**src/rtl/rf_ctrl.sv**
```systemverilog
// Register-file command sequencer.
// Accepts one command at a time over a valid/ready handshake. It reads the two source operands,
// runs them through a small signed ALU and writes the result back through the register file's
// ports. It is the only driver of the file's address, enable and write-data pins. Every rf_*
// output is decoded from the FSM state and registered command fields, so no cmd_* input reaches
// the file combinationally.
module rf_ctrl #(
    parameter int unsigned BW    = 8,
    parameter int unsigned DEPTH = 256,
    localparam int unsigned AW   = $clog2(DEPTH)
) (
    input  logic          clk,
    input  logic          rst,

    // Command interface
    input  logic          cmd_valid,
    output logic          cmd_ready,
    input  logic [2:0]    cmd_op,
    input  logic [AW-1:0] cmd_rd,
    input  logic [AW-1:0] cmd_rs1,
    input  logic [AW-1:0] cmd_rs2,
    input  logic [BW-1:0] cmd_imm,

    // Register file ports
    output logic          rf_chip_en,
    output logic [AW-1:0] rf_read_addr_1,
    output logic [AW-1:0] rf_read_addr_2,
    output logic [AW-1:0] rf_write_addr,
    output logic          rf_write_en_n,
    output logic [BW-1:0] rf_data_in,
    input  logic [BW-1:0] rf_data_out_1,
    input  logic [BW-1:0] rf_data_out_2,

    // Status
    output logic [BW-1:0] result,
    output logic          ovf,
    output logic          done
);

    localparam logic [2:0] OpNop = 3'd0;
    localparam logic [2:0] OpMov = 3'd1;
    localparam logic [2:0] OpAdd = 3'd2;
    localparam logic [2:0] OpSub = 3'd3;
    localparam logic [2:0] OpAnd = 3'd4;
    localparam logic [2:0] OpOr  = 3'd5;
    localparam logic [2:0] OpXor = 3'd6;
    localparam logic [2:0] OpLdi = 3'd7;

    typedef enum logic [1:0] {
        StIdle,
        StRead,
        StExec,
        StWrite
    } state_e;

    state_e        state_q, state_d;

    // Latched command fields
    logic [2:0]    op_q;
    logic [AW-1:0] rd_q;
    logic [AW-1:0] rs1_q;
    logic [AW-1:0] rs2_q;

    // Write-back value doubles as the visible result and the file's write data
    logic [BW-1:0] result_q, result_d;
    logic          ovf_q, ovf_d;
    logic          nop_done_q, nop_done_d;

    logic          handshake;
    logic          latch_dst;
    logic          latch_src;
    logic [BW-1:0] op_a, op_b;
    logic [BW-1:0] sum, diff;
    logic [BW-1:0] alu_res;
    logic          alu_ovf;

    assign handshake = cmd_valid & cmd_ready;

    // NOP touches nothing, so it must not disturb the held addresses
    assign latch_dst = handshake && (cmd_op != OpNop);
    // Only ALU ops carry source registers; LDI leaves the read addresses alone
    assign latch_src = handshake && (cmd_op != OpNop) && (cmd_op != OpLdi);

    // Operands arrive from the file one cycle after the READ cycle, i.e. during EXEC
    assign op_a = rf_data_out_1;
    assign op_b = rf_data_out_2;
    assign sum  = op_a + op_b;
    assign diff = op_a - op_b;

    // Signed ALU; overflow is judged from the operand and result sign bits
    always_comb begin
        alu_res = '0;
        alu_ovf = 1'b0;
        case (op_q)
            OpMov: alu_res = op_a;
            OpAdd: begin
                alu_res = sum;
                alu_ovf = (op_a[BW-1] == op_b[BW-1]) && (sum[BW-1] != op_a[BW-1]);
            end
            OpSub: begin
                alu_res = diff;
                // A - B overflows like A + ~B: operands of opposite sign, result sign flips
                alu_ovf = (op_a[BW-1] != op_b[BW-1]) && (diff[BW-1] != op_a[BW-1]);
            end
            OpAnd:   alu_res = op_a & op_b;
            OpOr:    alu_res = op_a | op_b;
            OpXor:   alu_res = op_a ^ op_b;
            default: alu_res = '0;
        endcase
    end

    // Next-state, result update and NOP completion
    always_comb begin
        state_d    = state_q;
        result_d   = result_q;
        ovf_d      = ovf_q;
        nop_done_d = 1'b0;
        case (state_q)
            StIdle: begin
                if (handshake) begin
                    case (cmd_op)
                        OpNop: nop_done_d = 1'b1;
                        OpLdi: begin
                            // Immediate goes straight to the write-back register
                            state_d  = StWrite;
                            result_d = cmd_imm;
                            ovf_d    = 1'b0;
                        end
                        default: state_d = StRead;
                    endcase
                end
            end
            StRead: state_d = StExec;
            StExec: begin
                state_d  = StWrite;
                result_d = alu_res;
                ovf_d    = alu_ovf;
            end
            StWrite: state_d = StIdle;
            default: state_d = StIdle;
        endcase
    end

    // State, command latch and status registers
    always_ff @(posedge clk) begin
        if (rst) begin
            state_q    <= StIdle;
            op_q       <= OpNop;
            rd_q       <= '0;
            rs1_q      <= '0;
            rs2_q      <= '0;
            result_q   <= '0;
            ovf_q      <= 1'b0;
            nop_done_q <= 1'b0;
        end else begin
            state_q    <= state_d;
            result_q   <= result_d;
            ovf_q      <= ovf_d;
            nop_done_q <= nop_done_d;
            if (latch_dst) begin
                op_q <= cmd_op;
                rd_q <= cmd_rd;
            end
            if (latch_src) begin
                rs1_q <= cmd_rs1;
                rs2_q <= cmd_rs2;
            end
        end
    end

    // Control outputs decoded from state; reset forces the file idle and refuses commands
    always_comb begin
        cmd_ready     = 1'b0;
        rf_chip_en    = 1'b0;
        rf_write_en_n = 1'b1;
        done          = 1'b0;
        if (!rst) begin
            case (state_q)
                StIdle: begin
                    cmd_ready = 1'b1;
                    done      = nop_done_q;
                end
                StRead, StExec: rf_chip_en = 1'b1;
                StWrite: begin
                    rf_chip_en    = 1'b1;
                    rf_write_en_n = 1'b0;
                    done          = 1'b1;
                end
                default: ;
            endcase
        end
    end

    // Addresses and write data come straight from registers, so they hold between commands
    assign rf_read_addr_1 = rs1_q;
    assign rf_read_addr_2 = rs2_q;
    assign rf_write_addr  = rd_q;
    assign rf_data_in     = result_q;
    assign result         = result_q;
    assign ovf            = ovf_q;

endmodule
```
**config.mk**
```make
export PLATFORM = sky130hd
export DESIGN_NAME = rf_ctrl
export DESIGN_NICKNAME = d
export VERILOG_FILES = /design/src/rtl/rf_ctrl.sv
export SDC_FILE = /design/constraint.sdc
export NUM_CORES = 1
export LEC_CHECK = 0
export ABC_AREA = 1
export BUFFER_PORTS_ARGS = -buffer_cell sky130_fd_sc_hd__buf_2
export CAP_MARGIN = 20
export CORE_ASPECT_RATIO = 2
export CORE_MARGIN = 4
export CORE_UTILIZATION = 46
export DETAILED_ROUTE_END_ITERATION = 12
export PLACE_DENSITY = 0.74
export SYNTH_ARGS = -nofsm -noshare
export SYNTH_HDL_FRONTEND = slang
export SYNTH_SLANG_ARGS = --single-unit
```
**constraint.sdc**
```tcl
create_clock -name clk -period 2.15 [get_ports clk]
set_clock_uncertainty 0.05 [all_clocks]
set_input_delay 0.43 -clock clk [delete_from_list [all_inputs] [get_ports clk]]
set_output_delay 0.43 -clock clk [all_outputs]
set_load 0.02 [all_outputs]
```
==> impl_metrics.yaml <==
pwr:
  leakagePower_uw: 0.001835
  ir_drop_mv: 0.6800
  total_power_uw: 2782
  p_per_area_nw_per_um2: 778.5
yosys:
  syn_inst: 412
  synth_warnings: 0
  yosysSeqAreaShare: 0.2640
  yosysTopAreaCell: "dfxtp_1"
  synth_area_leaders: "dfxtp_1 (26%), ha_1 (11%), nand2_1 (9.3%), nand3_1 (7.6%), inv_1 (5.5%)"
  synth_seq_cells: 39
  yosysUniqueCellTypes: 38
  synth_top_area_frac: 0.2640
  synth_nets: 495
  avgSynthCellArea_um2: 7.179
  synth_area_um2: 2958
global_route:
  grt_max_degree: 22
  overflow: 0
  grt.total_usage: 0.2194
  antenna_found_initial: 0
  grt_pass1_vias: 3002
  grt_pass1_wl_mm: 13.60
setup_path:
  crit_path_end: "done"
  rrSetupSlack_ns: 0.38
  cp-startpoint: "state_q[0]"
  arrival_ns: 1.53
  reg2reg_depth: 7
  crit_path_start_kind: "flop"
  crit_required_ns: 1.67
  worstSetupPathType: "reg -> out"
  r2r_start: "state_q[0]"
  critPathCaptureType: "output port"
  r2r_end: "result[3]"
  path_max_fanout: 3
clock_network:
  cts.path.max_buffers: 2
  cts_buffers: 5
  cts.sinks: 39
  cts_tree: "done"
  ctsHtreeMaxLevel: 2
  clk_pin_slew_ns: 0.05
  clkLatencyLatePin_ns: 0.28
  cts-root-buf: "clkbuf_16"
sta:
  rsz0062_at_grt: "false"
  setup_viol_count_final: 0
  fin_tns_setup_ns: 0
  maxSlewHeadroom: 0.7053
  drv_slew: 0
  finalHoldViolCount: 0
  finalCriticalPeriod_ns: 2.007
  fmax_mhz: 498.3
  worst_pin_slew_ns: 0.4408
  post-route-period-util: 0.9334
floorplanning:
  dieArea_um2: 7855
  start_util: 0.4726
  fp.coreArea_um2: 6259
  dieHeight_um: 121.4
  ioPinCount: 99
  rows: 41
  fp.dieW_um: 64.70
layout:
  drive_above_1_share: 0.3154
  layout_commonest_cell: "buf_2"
  nets: 583
  areaGrowthSynthToFinish_pct: 20.81
  final_cell_mix: "buf_2 (98), nand2_1 (73), nand3_1 (45)"
  postLayoutCellArea_um2: 3573
  fin_util: 0.5710
  antenna_cells: 0
min_path:
  min_path_type: "in -> reg"
route:
  first_iter_violations: 120
  vias: 3037
  totalWireLength_mm: 8.485
  first_pass_iters: 5
  ant_nets: 0
  wl_per_cell_um: 14.45
  post-route-drc-count: 0
  via_per_inst: 5.174
place:
  io_buffer_count: 98
  postPlaceCellArea_um2: 3433
  dp_hpwl_mm: 6.886
  globalplace.congestion: 0.9351
outcome:
  status: "completed"
run:
  cap_violations: 0
[kinds of logic after synthesis]
kind of cell | after synthesis | share of synthesized area
AO/OA/AOI/OAI | 84 | 0.1764
AND/OR/NAND/NOR | 181 | 0.3046
buffers and inverters | 79 | 0.1273
flip-flops | 39 | 0.2640
adder cells (fa/ha/maj) | 29 | 0.1277
[worst min path at each step]
stage | start | endpoint | slack [ns] | depth (start not counted)
floorplan | op_q[2] | op_q[2] | 0.43 | 2
global placement | rf_read_addr_2[3] | rf_read_addr_2[3] | 0.40 | 2
detailed placement | rf_read_addr_2[2] | rf_read_addr_2[2] | 0.40 | 2
CTS | cmd_rd[0] | rf_write_addr[0] | 0.32 | 3
global route | cmd_rd[7] | rf_write_addr[7] | 0.34 | 3
finish | cmd_rd[0] | rf_write_addr[0] | 0.32 | 3
[layer usage]
metal / part of all wire / wire [um] / vias to the layer above / GRT usage
met3: 0.048 / 406 / 22 / 0.03522
met4: 0.031 / 263 / 0 / 0.1232
met1: 0.36 / 3049 / 1383 / 0.2155
met5: 0 / 0 / - / 0
met2: 0.56 / 4764 / 109 / 0.4169
li1: - / - / 1523 / -
[state kept, by name, summed over array words and instances, names as in the netlist]
signal	cells
result	8
rf_read_addr_1	8
rf_read_addr_2	8
rf_write_addr	8
op_q	3
state_q	2
nop_done_q	1
ovf	1
[cell type report]
cell class | instances | area, um^2
repair buffers | 103 | 528.0
fillers | 615 | 2685
flip-flops and latches | 39 | 780.7
clock inverters | 1 | 5.005
well taps | 86 | 107.6
multi-input cells | 294 | 1803
clock buffers | 7 | 132.6
inverters | 57 | 216.5
[synth_stat cells (all sizes together)]
library cell / n
a31oi: 2
dfxtp: 39
or2: 1
a21oi: 42
o21ai: 23
nor3: 5
nand2: 85
nand3: 45
nor2: 37
clkbuf: 3
a22oi: 1
and2: 1
buf: 19
and3: 1
inv: 57
ha: 27
o2111ai: 1
o22ai: 12
nor4: 1
nand4: 5
fa: 2
o221ai: 3
[stage by stage]
step / instances / hold WS (ns) / setup WS, ns
after floorplan: 412 / 0.4281 / 0.2655
after global placement: 579 / 0.3968 / 0.08784
after detailed placement: 579 / 0.4041 / 0.03502
after CTS: 587 / 0.3158 / 0.07325
after global routing: 587 / 0.3356 / 0.03209
final: 587 / 0.3193 / 0.1432
[report_power, final]
part           internal [uW]  leakage [uW]  switching [uW]
Sequential               841      0.000318            97.0
Combinational            393       0.00145             758
Clock                    428     0.0000679             265
Total                   1660       0.00184            1120
[critical path, cell delays in order (launching register included)]
cell and delay (ns):
dfxtp_1 0.32, inv_1 0.11, ha_1 0.19, inv_1 0.10
nor2_2 0.12, nand2_1 0.09, a21oi_1 0.14, buf_2 0.18
[what timing repair did]
action                                  in CTS  in global routing
endpoints found under the setup margin       0                  1
resized for setup                            0                  1
hold buffers                                 0                  0
buffers inserted                             0                  0
(Power assumes the default switching activity.)
